`src/rtl/axi_arb_pkg.sv`:
```
// Shared types and constants for the AXI write/read channel arbiters.
// Holds the arbiter state encoding, grant codes and the beat counter width helper.
package axi_arb_pkg;

  localparam int NUM_MASTERS = 2;

  typedef enum logic [1:0] {
    ST_IDLE = 2'd0,
    ST_AW   = 2'd1,
    ST_W    = 2'd2,
    ST_B    = 2'd3
  } arb_state_t;

  localparam logic [1:0] GRANT_NONE = 2'b00;
  localparam logic [1:0] GRANT_M0   = 2'b01;
  localparam logic [1:0] GRANT_M1   = 2'b10;

  // One extra bit so the counter can hold MAX_BEATS itself.
  function automatic int beat_w(input int max_beats);
    return $clog2(max_beats) + 1;
  endfunction

endpackage

```
`src/rtl/axi_arb_pick.sv`:
```
// Two-input priority picker: one-hot grant from requests; ptr=0 favours m0 on a tie,
// ptr=1 favours m1. Also used by the read-channel arbiter.
module axi_arb_pick
  import axi_arb_pkg::*;
(
  input  logic [NUM_MASTERS-1:0] req,
  input  logic                   ptr,
  output logic [NUM_MASTERS-1:0] gnt
);

  always_comb begin
    gnt = GRANT_NONE;
    if (req[0] && (!req[1] || !ptr)) begin
      gnt = GRANT_M0;
    end else if (req[1]) begin
      gnt = GRANT_M1;
    end
  end

endmodule

```
`src/rtl/axi_arbiter_w.sv`:
```
// Write-channel arbiter: shares one AW/W/B path between two masters, holding the grant
// from AW through WLAST to the B handshake. Macro AXI_ARB_RR_EN selects round-robin ties.
module axi_arbiter_w
  import axi_arb_pkg::*;
#(
  parameter int ID_WIDTH  = 8,
  parameter int MAX_BEATS = 256
) (
  input  logic                           ACLK,
  input  logic                           ARESET,
  input  logic                           m0_AWVALID,
  input  logic                           m1_AWVALID,
  output logic                           m0_AWREADY,
  output logic                           m1_AWREADY,
  input  logic [ID_WIDTH-1:0]            m0_AWID,
  input  logic [ID_WIDTH-1:0]            m1_AWID,
  input  logic                           m0_WVALID,
  input  logic                           m1_WVALID,
  input  logic                           m0_WLAST,
  input  logic                           m1_WLAST,
  output logic                           m0_WREADY,
  output logic                           m1_WREADY,
  output logic                           m0_BVALID,
  output logic                           m1_BVALID,
  input  logic                           m0_BREADY,
  input  logic                           m1_BREADY,
  output logic                           s_AWVALID,
  input  logic                           s_AWREADY,
  output logic                           s_WVALID,
  output logic                           s_WLAST,
  input  logic                           s_WREADY,
  input  logic                           s_BVALID,
  input  logic [ID_WIDTH-1:0]            s_BID,
  output logic                           s_BREADY,
  output logic [1:0]                     grant,
  output logic                           busy,
  output logic [beat_w(MAX_BEATS)-1:0]   beat_cnt
);

  localparam int BW = beat_w(MAX_BEATS);

  arb_state_t          state_q, state_d;
  logic [1:0]          grant_q, grant_d;
  logic                busy_q, busy_d;
  logic [BW-1:0]       beat_q, beat_d;
  logic [ID_WIDTH-1:0] awid_q, awid_d;
  logic [1:0]          pick_gnt;
  logic                pick_ptr;

`ifdef AXI_ARB_RR_EN
  logic ptr_q, ptr_d;
  assign pick_ptr = ptr_q;
`else
  assign pick_ptr = 1'b0;
`endif

  axi_arb_pick u_pick (
    .req ({m1_AWVALID, m0_AWVALID}),
    .ptr (pick_ptr),
    .gnt (pick_gnt)
  );

  logic in_aw, in_w, in_b, g0, g1;
  assign in_aw = (state_q == ST_AW);
  assign in_w  = (state_q == ST_W);
  assign in_b  = (state_q == ST_B);
  assign g0    = grant_q[0];
  assign g1    = grant_q[1];

  // All gating is from registered state, so no READY input reaches a VALID output.
  assign s_AWVALID  = in_aw & ((g0 & m0_AWVALID) | (g1 & m1_AWVALID));
  assign m0_AWREADY = in_aw & g0 & s_AWREADY;
  assign m1_AWREADY = in_aw & g1 & s_AWREADY;
  assign s_WVALID   = in_w & ((g0 & m0_WVALID) | (g1 & m1_WVALID));
  assign s_WLAST    = in_w & ((g0 & m0_WLAST) | (g1 & m1_WLAST));
  assign m0_WREADY  = in_w & g0 & s_WREADY;
  assign m1_WREADY  = in_w & g1 & s_WREADY;
  assign m0_BVALID  = in_b & g0 & s_BVALID;
  assign m1_BVALID  = in_b & g1 & s_BVALID;
  assign s_BREADY   = in_b & ((g0 & m0_BREADY) | (g1 & m1_BREADY));

  assign grant    = grant_q;
  assign busy     = busy_q;
  assign beat_cnt = beat_q;

  always_comb begin
    state_d = state_q;
    grant_d = grant_q;
    beat_d  = beat_q;
    awid_d  = awid_q;
`ifdef AXI_ARB_RR_EN
    ptr_d   = ptr_q;
`endif
    case (state_q)
      ST_IDLE: begin
        if (pick_gnt != GRANT_NONE) begin
          grant_d = pick_gnt;
          state_d = ST_AW;
        end
      end
      // A withdrawn AWVALID simply stalls here; the grant is kept.
      ST_AW: begin
        if (s_AWVALID && s_AWREADY) begin
          awid_d  = g1 ? m1_AWID : m0_AWID;
          state_d = ST_W;
        end
      end
      ST_W: begin
        if (s_WVALID && s_WREADY) begin
          if (beat_q != BW'(MAX_BEATS)) begin
            beat_d = beat_q + BW'(1);
          end
          if (s_WLAST) begin
            state_d = ST_B;
          end
        end
      end
      ST_B: begin
        if (s_BVALID && s_BREADY) begin
          state_d = ST_IDLE;
          grant_d = GRANT_NONE;
          beat_d  = '0;
`ifdef AXI_ARB_RR_EN
          ptr_d   = g0;
`endif
        end
      end
      default: begin
        state_d = ST_IDLE;
        grant_d = GRANT_NONE;
        beat_d  = '0;
      end
    endcase
    busy_d = (state_d != ST_IDLE);
  end

  always_ff @(posedge ACLK or posedge ARESET) begin
    if (ARESET) begin
      state_q <= ST_IDLE;
      grant_q <= GRANT_NONE;
      busy_q  <= 1'b0;
      beat_q  <= '0;
      awid_q  <= '0;
`ifdef AXI_ARB_RR_EN
      ptr_q   <= 1'b0;
`endif
    end else begin
      state_q <= state_d;
      grant_q <= grant_d;
      busy_q  <= busy_d;
      beat_q  <= beat_d;
      awid_q  <= awid_d;
`ifdef AXI_ARB_RR_EN
      ptr_q   <= ptr_d;
`endif
    end
  end

  // The returned BID must belong to the burst that owns the write path.
  a_bid_match : assert property (@(posedge ACLK) disable iff (ARESET)
    (in_b && s_BVALID) |-> (s_BID == awid_q));

endmodule

```
`config.mk`:
```
export PLATFORM = sky130hd
export DESIGN_NAME = axi_arbiter_w
export DESIGN_NICKNAME = d
export VERILOG_FILES = /design/src/rtl/axi_arb_pkg.sv /design/src/rtl/axi_arb_pick.sv /design/src/rtl/axi_arbiter_w.sv
export SDC_FILE = /design/constraint.sdc
export NUM_CORES = 1
export LEC_CHECK = 0
export CELL_PAD_IN_SITES_DETAIL_PLACEMENT = 1
export CELL_PAD_IN_SITES_GLOBAL_PLACEMENT = 1
export CORE_MARGIN = 2
export CORE_UTILIZATION = 25
export DETAILED_ROUTE_END_ITERATION = 10
export GPL_ROUTABILITY_DRIVEN = 1
export HOLD_SLACK_MARGIN = 0.08
export PLACE_DENSITY_LB_ADDON = 0.1
export SLEW_MARGIN = 20
export SYNTH_ARGS = -nofsm -noshare
export SYNTH_HDL_FRONTEND = slang
export SYNTH_SLANG_ARGS = --single-unit
export TNS_END_PERCENT = 5
```
`constraint.sdc`:
```
create_clock -name ACLK -period 2.2 [get_ports ACLK]
set_input_delay 0.44 -clock ACLK [delete_from_list [all_inputs] [get_ports ACLK]]
set_output_delay 0.44 -clock ACLK [all_outputs]
set_load 0.05 [all_outputs]
```
==> reports/results.tsv <==
metric	value	unit
# IOs	59	
die area	0.00490	sq mm
simple-gate share of the synthesized area	23.8	%
first-pass GRT wire length	5.71	mm
drt total wl	3.55	mm
PwrDens	1350	mW/mm^2
total chip power	2.21	mW
Buf+Inv Stages, Crit Path	1	
Syn Nets	164	
Hold-fix buffers, CTS	0	
WL/cell	17.1	um
via/cell ratio	5.21	
post-synthesis mux area share	0	%
maximum vdd ir drop	0.000603	V
LEAKAGE	0.777	nW
post-synth top area cell	dfrtp_1	
Max Cap Violations	0	
synth warn	0	
worst r2r src	beat_cnt[1]	
Core Area	0.00409	sq mm
Critical Path Sink Type	primary output	
CP Launch Type	register	
GRT Util Overall	14.6	%
status	complete, no violations	
top cell family by delay on the critical path	buffers and inverters	
DP HPWL	2.77	mm
R2R Setup Slk	270	ps
CTS Buffer Depth	2	
EDFF count, synth	0	
Synth Flop Type	dfrtp_1	
post-route ant nets	0	
FP Rows	23	
largest net degree at the start of global routing	22	
Initial DRC Count	56	
Synth Register Bits	14	
CTS clk-pin slew, worst paths	60	ps
Layout Utilization	40.1	%
Fmax	0.492	GHz
DP Worst Slack	47.1	ps
# setup viols final	0	
worst r2r dst	beat_cnt[1]	
post-CTS setup buffer count	0	
Nets	203	
final slew viol count	0	
Root Buffer	clkbuf_8	
die height	70.0	um
GPL Wtd Cong	0.750	
crit path max fanout	8	
Synth Area in Adders	9.20	%
Compound-Gate Fraction of Synth Area	27.8	%
worst slew pin tran	593	ps
Syn Area/Cell	9.15	sq um
ant diodes	0	
share of cells above drive strength 1	16.6	%
reg2reg path depth	6	
synth cell count leaders	dfrtp_1, inv_1, nor2_1	
kind of critical path	reg -> out	
P&R area growth vs syn	50.7	%
CP max-delay cell	clkdlybuf4s50_1	
Syn Std Cell Area	0.00109	sq mm
DR vias	1078	
Mapped Cells	119	
Initial Util	26.6	%
vias in the first global route	1093	
CTS tree	done	
fill count	480	
Max Clock Skew	0.592	ps
post-layout min period	2030	ps
DR pass1 iterations	4	
H-tree Lvls	1	
CP required	1760	ps
setup ws final	169	ps
total CTS buffers	3	
ys async rst share	100	%
Post-CTS Resized	0	
initial antenna violation count	0	
Sink Count	14	
TNS Setup	0	ps
chip width	70.0	um
RSZ-0062 raised after global routing	no	
Final period util	92.3	%
Synth Area in XOR/XNOR	0	%
Slew Limit Headroom	60.5	%
crit-path max cell delay	860	ps
arrival time of the worst setup path	1590	ps
main combinational cell family by area after synthesis	compound AO/OA/AOI/OAI gates	
sequential share of the synthesized area	32.2	%
Overflow after GRT	0	
number of library cell types mapped by synthesis	40	
most frequent cell after synthesis	dfrtp_1	
Worst Hold Class	in -> async	
CP cell instances	clkdlybuf4s50_1	
PortBufs	34	
Synth top area share	32.2	%
DRC violations left	0	
Clock Latency Late Sink	250	ps
Final Hold Viols	0	
synth top area cells	dfrtp_1, ha_1, and3_1	
==> worst max-delay path by stage <==
stage | to | cells after the start | slack [ps] | startpoint
after global routing | s_WLAST | 6 | 90 | state_q[0]
final | beat_cnt[5] | 1 | 170 | beat_cnt[5]
after floorplan | beat_cnt[5] | 6 | 150 | beat_cnt[1]
after global placement | beat_cnt[5] | 5 | 90 | m0_WVALID
after CTS | beat_cnt[5] | 1 | 150 | beat_cnt[5]
after detailed placement | busy | 5 | 50 | m0_AWVALID
==> state kept, by name (all words and copies together) (netlist names) <==
name      count
grant         2
state_q       2
busy          1
beat_cnt      9
==> kinds of logic (layout without fill, tap and decap cells) <==
family | after synthesis | count (layout)
simple gates | 46 | 46
compound gates | 36 | 36
buf+inv | 15 | 53
flops | 14 | 14
fa+ha+maj | 8 | 8
==> power breakdown <==
group          internal (mW)  switching (mW)  leakage [nW]
Clock                  0.159          0.0972        0.0288
Sequential             0.367           0.177         0.169
Combinational          0.571           0.842         0.579
Total                   1.10            1.12         0.777
==> per-stage QoR <==
step | hold WS [ps] | instance area (sq um) | instances
after floorplan | 329 | 1090 | 119
after global placement | 534 | 1590 | 203
after detailed placement | 564 | 1590 | 203
after CTS | 564 | 1640 | 207
after global routing | 591 | 1640 | 207
final | 553 | 1640 | 207
==> layout by cell type (no fill, tap or decap), drive strengths merged, types with 4 or more instances in the layout <==
master,synthesis,routed
a211o,5,5
ha,8,8
nand3,6,6
clkdlybuf4s50,0,22
a22o,4,4
buf,4,17
nand2,4,4
o211ai,5,5
and3,9,9
nor2,9,9
dfrtp,14,14
inv,10,10
clkbuf,1,4
==> final cells by class <==
cell class	count	area, sq um	area share, %
well taps	50	62.6	3.81
flip-flops and latches	14	350	21.4
clock buffers	4	55.1	3.36
inverters	10	37.5	2.29
repair buffers	39	473	28.8
multi-input cells	90	662	40.4
==> routing by layer <==
layer	up-vias	track usage (%)	routed length (um)
li1	527	-	-
met1	527	21.2	1720
met2	22	21.8	1640
met3	2	3.32	159
met4	0	3.85	27
met5	-	0	0
No activity file was read; power rests on OpenSTA's default activity.
